==> src/rtl/macc_ctrl.sv <==
// MAC unit controller for one processing element: sequences 1-D convolution
// (optionally with the clip/shift outer loop), the psum accumulate pass, and
// holds the 36-bit accumulator register.
module macc_ctrl #(
  parameter int DATA_WIDTH      = 16,
  parameter int IFPAD_WIDTH     = 4,
  parameter int WPAD_WIDTH      = 8,
  parameter int OFPAD_WIDTH     = 4,
  parameter int OUT_DATA_WIDTH  = 36,
  parameter int MAX_CLIP_WIDTH  = 5,
  parameter int MAX_SHIFT_WIDTH = 4
) (
  input  logic                       clk,
  input  logic                       rst,
  input  logic [IFPAD_WIDTH-1:0]     Para_1Dconv_len,
  input  logic [OFPAD_WIDTH-1:0]     Para_filter_num,
  input  logic [MAX_CLIP_WIDTH-1:0]  Para_clip_num_max,
  input  logic [MAX_SHIFT_WIDTH-1:0] Para_shift_num_max,
  input  logic                       mode,
  input  logic                       mac_begin,
  input  logic                       acc_begin,
  input  logic                       interrupt,
  input  logic                       restore,
  input  logic [DATA_WIDTH-1:0]      external_psum,
  input  logic [DATA_WIDTH-1:0]      internal_psum,
  input  logic [DATA_WIDTH-1:0]      ifmap_in,
  input  logic [DATA_WIDTH-1:0]      weight_in,
  output logic                       first_clip_flag,
  output logic                       mac_finish_flag,
  output logic                       acc_finish_flag,
  output logic                       mul_enable_flag,
  output logic                       psum_initial_flag,
  output logic                       acc_enable_flag,
  output logic                       psum_store_flag,
  output logic [1:0]                 accumulate_mode,
  output logic [IFPAD_WIDTH-1:0]     cnt_a,
  output logic [OFPAD_WIDTH-1:0]     cnt_b,
  output logic [MAX_SHIFT_WIDTH-1:0] cnt_shift,
  output logic [MAX_CLIP_WIDTH-1:0]  cnt_clip,
  output logic [OUT_DATA_WIDTH-1:0]  accum_out
);

  localparam int PROD_W = 2 * DATA_WIDTH;
  localparam int PX_W   = OUT_DATA_WIDTH - PROD_W;
  localparam int DX_W   = OUT_DATA_WIDTH - DATA_WIDTH;

  typedef enum logic [2:0] {IDLE, MAC, PAUSE, ACC, DRAIN} state_e;

  state_e                     state_q, state_d;
  logic [IFPAD_WIDTH-1:0]     len_q, len_d, cnt_a_q, cnt_a_d;
  logic [OFPAD_WIDTH-1:0]     fnum_q, fnum_d, cnt_b_q, cnt_b_d;
  logic [MAX_SHIFT_WIDTH-1:0] smax_q, smax_d, cnt_shift_q, cnt_shift_d;
  logic [MAX_CLIP_WIDTH-1:0]  cmax_q, cmax_d, cnt_clip_q, cnt_clip_d;
  logic                       mode_q, mode_d;
  logic [1:0]                 acc_mode_q, acc_mode_d;
  logic                       mul_en_q, mul_en_d;
  logic                       acc_en_q, acc_en_d;
  logic                       psum_init_q, psum_init_d;
  logic                       first_clip_q, first_clip_d;
  logic                       store_q, store_d;
  logic                       mac_fin_q, mac_fin_d;
  logic                       acc_fin_q, acc_fin_d;
  logic [OUT_DATA_WIDTH-1:0]  accum_q, accum_d;
  // e1 stage: attributes of the issue made one cycle earlier
  logic                       e1_valid_q, e1_valid_d;
  logic                       e1_rowend_q, e1_rowend_d;
  logic                       e1_final_q, e1_final_d;
  logic                       e1_acc_q, e1_acc_d;
  logic                       e1_clip_nz_q, e1_clip_nz_d;

  logic [PROD_W-1:0]          ifm_x, wgt_x, prod;
  logic [OUT_DATA_WIDTH-1:0]  prod_x, ext_x, int_x, base;
  logic                       mac_issue, acc_issue;
  logic                       a_last, b_last, sh_last, cl_last, all_last;

  // Sign-extended operands and the row-start base selection
  always_comb begin
    ifm_x  = {{DATA_WIDTH{ifmap_in[DATA_WIDTH-1]}}, ifmap_in};
    wgt_x  = {{DATA_WIDTH{weight_in[DATA_WIDTH-1]}}, weight_in};
    prod   = ifm_x * wgt_x;
    prod_x = {{PX_W{prod[PROD_W-1]}}, prod};
    ext_x  = {{DX_W{external_psum[DATA_WIDTH-1]}}, external_psum};
    int_x  = {{DX_W{internal_psum[DATA_WIDTH-1]}}, internal_psum};
    base   = accum_q;
    if (psum_init_q) begin
      base = e1_clip_nz_q ? int_x : '0;
    end
  end

  // Next-state, counter sequencing and e1 pipeline
  always_comb begin
    state_d      = state_q;
    len_d        = len_q;
    fnum_d       = fnum_q;
    smax_d       = smax_q;
    cmax_d       = cmax_q;
    mode_d       = mode_q;
    acc_mode_d   = acc_mode_q;
    cnt_a_d      = cnt_a_q;
    cnt_b_d      = cnt_b_q;
    cnt_shift_d  = cnt_shift_q;
    cnt_clip_d   = cnt_clip_q;
    accum_d      = accum_q;

    // an interrupt cancels the issue shown that cycle; it is reissued on restore
    mac_issue = (state_q == MAC) && !interrupt;
    acc_issue = (state_q == ACC);
    a_last    = (cnt_a_q == len_q - IFPAD_WIDTH'(1));
    b_last    = (cnt_b_q == fnum_q - OFPAD_WIDTH'(1));
    sh_last   = (cnt_shift_q == smax_q);
    cl_last   = (cnt_clip_q == cmax_q);
    all_last  = a_last && b_last && (!mode_q || (sh_last && cl_last));

    e1_valid_d   = mac_issue || acc_issue;
    e1_rowend_d  = acc_issue || (mac_issue && a_last);
    e1_final_d   = (mac_issue && all_last) || (acc_issue && b_last);
    e1_acc_d     = acc_issue;
    e1_clip_nz_d = mode_q && (cnt_clip_q != '0);
    psum_init_d  = mac_issue && (cnt_a_q == '0);

    if (e1_valid_q) begin
      if (e1_acc_q) accum_d = int_x + ext_x;
      else          accum_d = prod_x + base + ext_x;
    end
    store_d   = e1_valid_q && e1_rowend_q;
    mac_fin_d = e1_valid_q && e1_final_q && !e1_acc_q;
    acc_fin_d = e1_valid_q && e1_final_q && e1_acc_q;

    unique case (state_q)
      IDLE: begin
        if (mac_begin) begin
          if ((Para_1Dconv_len != '0) && (Para_filter_num != '0)) begin
            state_d    = MAC;
            len_d      = Para_1Dconv_len;
            fnum_d     = Para_filter_num;
            smax_d     = Para_shift_num_max;
            cmax_d     = Para_clip_num_max;
            mode_d     = mode;
            acc_mode_d = 2'b01;
          end
        end else if (acc_begin && !mode && (Para_filter_num != '0)) begin
          state_d    = ACC;
          fnum_d     = Para_filter_num;
          mode_d     = 1'b0;
          acc_mode_d = 2'b10;
        end
      end
      MAC: begin
        if (interrupt) begin
          state_d = PAUSE;
        end else if (all_last) begin
          state_d     = DRAIN;
          cnt_a_d     = '0;
          cnt_b_d     = '0;
          cnt_shift_d = '0;
          cnt_clip_d  = '0;
        end else if (!a_last) begin
          cnt_a_d = cnt_a_q + IFPAD_WIDTH'(1);
        end else begin
          cnt_a_d = '0;
          if (!b_last) begin
            cnt_b_d = cnt_b_q + OFPAD_WIDTH'(1);
          end else begin
            cnt_b_d = '0;
            if (!sh_last) begin
              cnt_shift_d = cnt_shift_q + MAX_SHIFT_WIDTH'(1);
            end else begin
              cnt_shift_d = '0;
              cnt_clip_d  = cnt_clip_q + MAX_CLIP_WIDTH'(1);
            end
          end
        end
      end
      PAUSE: begin
        if (restore) state_d = MAC;
      end
      ACC: begin
        if (b_last) begin
          state_d = DRAIN;
          cnt_b_d = '0;
        end else begin
          cnt_b_d = cnt_b_q + OFPAD_WIDTH'(1);
        end
      end
      DRAIN: begin
        if (mac_fin_q || acc_fin_q) begin
          state_d    = IDLE;
          acc_mode_d = 2'b00;
          mode_d     = 1'b0;
        end
      end
      default: state_d = IDLE;
    endcase

    mul_en_d     = (state_d == MAC);
    acc_en_d     = (state_d == ACC);
    first_clip_d = mode_d && ((state_d == MAC) || (state_d == PAUSE)) && (cnt_clip_d == '0);
  end

  // State, counters, flags and accumulator registers
  always_ff @(posedge clk) begin
    if (!rst) begin
      state_q      <= IDLE;
      len_q        <= '0;
      fnum_q       <= '0;
      smax_q       <= '0;
      cmax_q       <= '0;
      mode_q       <= 1'b0;
      acc_mode_q   <= '0;
      cnt_a_q      <= '0;
      cnt_b_q      <= '0;
      cnt_shift_q  <= '0;
      cnt_clip_q   <= '0;
      mul_en_q     <= 1'b0;
      acc_en_q     <= 1'b0;
      psum_init_q  <= 1'b0;
      first_clip_q <= 1'b0;
      store_q      <= 1'b0;
      mac_fin_q    <= 1'b0;
      acc_fin_q    <= 1'b0;
      accum_q      <= '0;
      e1_valid_q   <= 1'b0;
      e1_rowend_q  <= 1'b0;
      e1_final_q   <= 1'b0;
      e1_acc_q     <= 1'b0;
      e1_clip_nz_q <= 1'b0;
    end else begin
      state_q      <= state_d;
      len_q        <= len_d;
      fnum_q       <= fnum_d;
      smax_q       <= smax_d;
      cmax_q       <= cmax_d;
      mode_q       <= mode_d;
      acc_mode_q   <= acc_mode_d;
      cnt_a_q      <= cnt_a_d;
      cnt_b_q      <= cnt_b_d;
      cnt_shift_q  <= cnt_shift_d;
      cnt_clip_q   <= cnt_clip_d;
      mul_en_q     <= mul_en_d;
      acc_en_q     <= acc_en_d;
      psum_init_q  <= psum_init_d;
      first_clip_q <= first_clip_d;
      store_q      <= store_d;
      mac_fin_q    <= mac_fin_d;
      acc_fin_q    <= acc_fin_d;
      accum_q      <= accum_d;
      e1_valid_q   <= e1_valid_d;
      e1_rowend_q  <= e1_rowend_d;
      e1_final_q   <= e1_final_d;
      e1_acc_q     <= e1_acc_d;
      e1_clip_nz_q <= e1_clip_nz_d;
    end
  end

  assign first_clip_flag   = first_clip_q;
  assign mac_finish_flag   = mac_fin_q;
  assign acc_finish_flag   = acc_fin_q;
  assign mul_enable_flag   = mul_en_q;
  assign psum_initial_flag = psum_init_q;
  assign acc_enable_flag   = acc_en_q;
  assign psum_store_flag   = store_q;
  assign accumulate_mode   = acc_mode_q;
  assign cnt_a             = cnt_a_q;
  assign cnt_b             = cnt_b_q;
  assign cnt_shift         = cnt_shift_q;
  assign cnt_clip          = cnt_clip_q;
  assign accum_out         = accum_q;

endmodule

==> config.mk <==
export PLATFORM = sky130hd
export DESIGN_NAME = macc_ctrl
export DESIGN_NICKNAME = d
export VERILOG_FILES = /design/src/rtl/macc_ctrl.sv
export SDC_FILE = /design/constraint.sdc
export NUM_CORES = 1
export LEC_CHECK = 0
export CAP_MARGIN = 20
export CORE_ASPECT_RATIO = 0.7
export CORE_MARGIN = 3
export CORE_UTILIZATION = 27
export DETAILED_ROUTE_END_ITERATION = 10
export GPL_ROUTABILITY_DRIVEN = 0
export REMOVE_ABC_BUFFERS = 1
export SETUP_SLACK_MARGIN = 0.4
export SYNTH_ARGS = -nofsm -noshare
export SYNTH_HDL_FRONTEND = slang
export SYNTH_SLANG_ARGS = --single-unit
export TNS_END_PERCENT = 50
==> constraint.sdc <==
create_clock -name clk -period 31.1 [get_ports clk]
set_clock_uncertainty 0.2 [all_clocks]
set_input_delay 9.33 -clock clk [delete_from_list [all_inputs] [get_ports clk]]
set_output_delay 9.33 -clock clk [all_outputs]
set_load 0.02 [all_outputs]
==> results.yml <==
status:
  outcome: "finished, final reports clean"
finish:
  syn_to_final_growth_pct: 15.3
  multi_input_area_sq_um: 13900
  drive_above_1_share_pct: 2.55
  fillerInstances: 6718
  regArea_sq_um: 1760
  nets: 2677
clocking:
  cts.sinks: 88
  post_cts_buffers: 0
  root_buffer: "clkbuf_16"
  htreeDepth: 3
  numCtsBuffers: 9
  cts-resized-gates: 0
  clk_latency_ns: 0.36
  cts_tree: "built"
  max-clock-path-buffers: 2
  hold_buffers: 0
  cts.clk_slew.worst_paths_ns: 0.07
sta:
  min_period_ns: 18.77
  whs_ns: 0.245
  setup_viol: 0
  relSlewSlack_pct: 44.7
  hold_violations: 0
  drv_slew: 0
  finalCritPeriodShare_pct: 60.3
  grt_setup_unrepaired: "no"
  worst_pin_slew_ns: 0.818
  tns_ns: 0
  max_freq_ghz: 0.0533
global_route:
  grt-ovfl-total: 0
  grt_pass1_wl_microns: 74100
  antenna_found_initial: 1
  grt_use_total_pct: 13.8
  grt_pass1_vias: 13300
  grt_max_degree: 46
setup_path:
  slowest_stage: "clkdlybuf4s50_1"
  required_ns: 31.20
  crit_fanout: 16
  crit_top_cell: "fa_1"
  startpoint_type: "input port"
  cp.arrival_ns: 18.87
  slowest_delay_ns: 0.91
  critPathKind: "in -> reg"
  endpoint_kind: "flip-flop"
yosys:
  yosys.area.top_type: "fa_1"
  async_flop_share_pct: 0
  synth_warnings: 0
  syn_area_per_cell_sq_um: 8.52
  syn_area_sq_um: 17500
  synthFlopType: "dfxtp_1"
  netlist_instances: 2053
  yosys.area.top_type_share_pct: 34.2
  yosysSeqAreaShare_pct: 10.1
  synthTopCellsByArea: "fa_1 34%, ha_1 10%, dfxtp_1 10%"
  synth_seq_cells: 88
  ys_types: 80
  synth-edff-count: 0
routing:
  vias: 13700
  drtPass1Iterations: 5
  wl_microns: 46300
  ant_nets: 0
  drtIter0Drc: 806
  drc_errors: 0
  viasPerCell: 4.54
  wl_per_cell_microns: 15.3
floorplan:
  pin_count: 150
  die_width_microns: 310
  rows: 77
  die_y_microns: 219
  core_sq_um: 63700
  initial_core_util_pct: 27.5
  design.die.area_sq_um: 68000
hold_path:
  hold_class: "reg -> reg"
run:
  cap_violations: 0
placement:
  place_hpwl_microns: 38500
  port_buffers: 149
flip-flops by register name (all words and copies together), names as in the netlist, 2 cells and up:
signal	cells
state_q	3
fnum_q	4
cnt_b	4
cnt_shift	4
cmax_q	5
smax_q	4
len_q	4
cnt_clip	5
cnt_a	4
accumulate_mode	2
accum_out	36
per-stage QoR:
stage	util, %	std cells	worst slack [ns]	instance area (sq um)
6_report	31.7	3024	12.33	20200
5_1_grt	31.7	3023	11.93	20200
4_1_cts	31.7	3023	12.52	20200
3_5_place_dp	31.2	3007	12.18	19900
3_3_place_gp	31.1	3006	12.21	19800
2_1_floorplan	-	1982	14.15	17200
kinds of logic (layout without fill, tap and decap cells):
group / after synthesis / after routing / share of synthesized area [%]
buffers and inverters: 480 / 581 / 10.5
adder cells (fa/ha/maj): 440 / 440 / 44.3
XOR/XNOR: 100 / 100 / 5.00
AO/OA/AOI/OAI: 313 / 313 / 11.6
other: 0 / 1 / 0
flip-flops: 88 / 88 / 10.1
multiplexers: 18 / 18 / 1.03
AND/OR/NAND/NOR: 614 / 614 / 17.6
synth_stat cells, types with 11 or more instances:
cell type	number
a211oi_1	12
a21o_1	33
a21oi_1	102
a31oi_1	14
and2_1	127
and3_1	11
clkbuf_1	63
dfxtp_1	88
fa_1	299
ha_1	141
inv_1	407
mux2i_1	18
nand2_1	196
nand2b_1	12
nand3_1	23
nand4_1	11
nor2_1	135
nor2b_1	28
nor3_1	23
o21a_1	11
o21ai_0	59
o21bai_1	11
xnor2_1	68
xor2_1	32
layer usage:
| layer | up-vias | global-route usage, % | share of wire [%] |
|---|---|---|---|
| met5 | - | 0 | 0 |
| met4 | 0 | 1.29 | 0.56 |
| met3 | 19 | 3.32 | 7.1 |
| met2 | 287 | 20.6 | 43 |
| met1 | 6791 | 20.7 | 49 |
| li1 | 6647 | - | - |
final timing paths:
path	start	end	slack, ns	cells past startpoint
max	ifmap_in[15]	accum_out[34]	12.33	29
min	e1_final_q	mac_finish_flag	0.24	2
max reg2reg	psum_initial_flag	accum_out[34]	26.17	15
min reg2reg	e1_final_q	mac_finish_flag	0.24	2
cell usage in the layout (no fill, tap or decap), drive strengths merged, types with 7 or more instances in the layout:
master	n
buf	7
o221a	10
clkbuf	10
o21ai	68
mux2i	18
o21a	11
a31oi	14
dfxtp	88
nor2	138
ha	141
clkdlybuf4s50	149
nand2	196
nand2b	12
fa	299
and2	127
a21oi	107
a21o	33
and3	11
nand4	11
nor3	25
nor2b	28
inv	412
o21bai	11
xnor2	68
xor2	32
nand3	24
or3	7
a211oi	13
cell type report:
cell class                 count  area share [%]
multi-input combinational   1485            68.9
sequential                    88            8.73
timing repair buffer         156            7.75
inverter                     409            7.61
tap                          869            5.39
clock buffer                  10            1.13
clock inverter                 6           0.483
antenna                        1          0.0124
worst max-delay path: cells and delay by family:
family / cells / cell delay, ns
compound gates: 7 / 1.09
simple gates: 6 / 1.92
fa+ha+maj: 9 / 4.62
xor+xnor: 1 / 0.60
buf+inv: 6 / 1.31
Power is not shown: default switching activity piles up to over one toggle a cycle in this logic, so the estimate is an artifact.
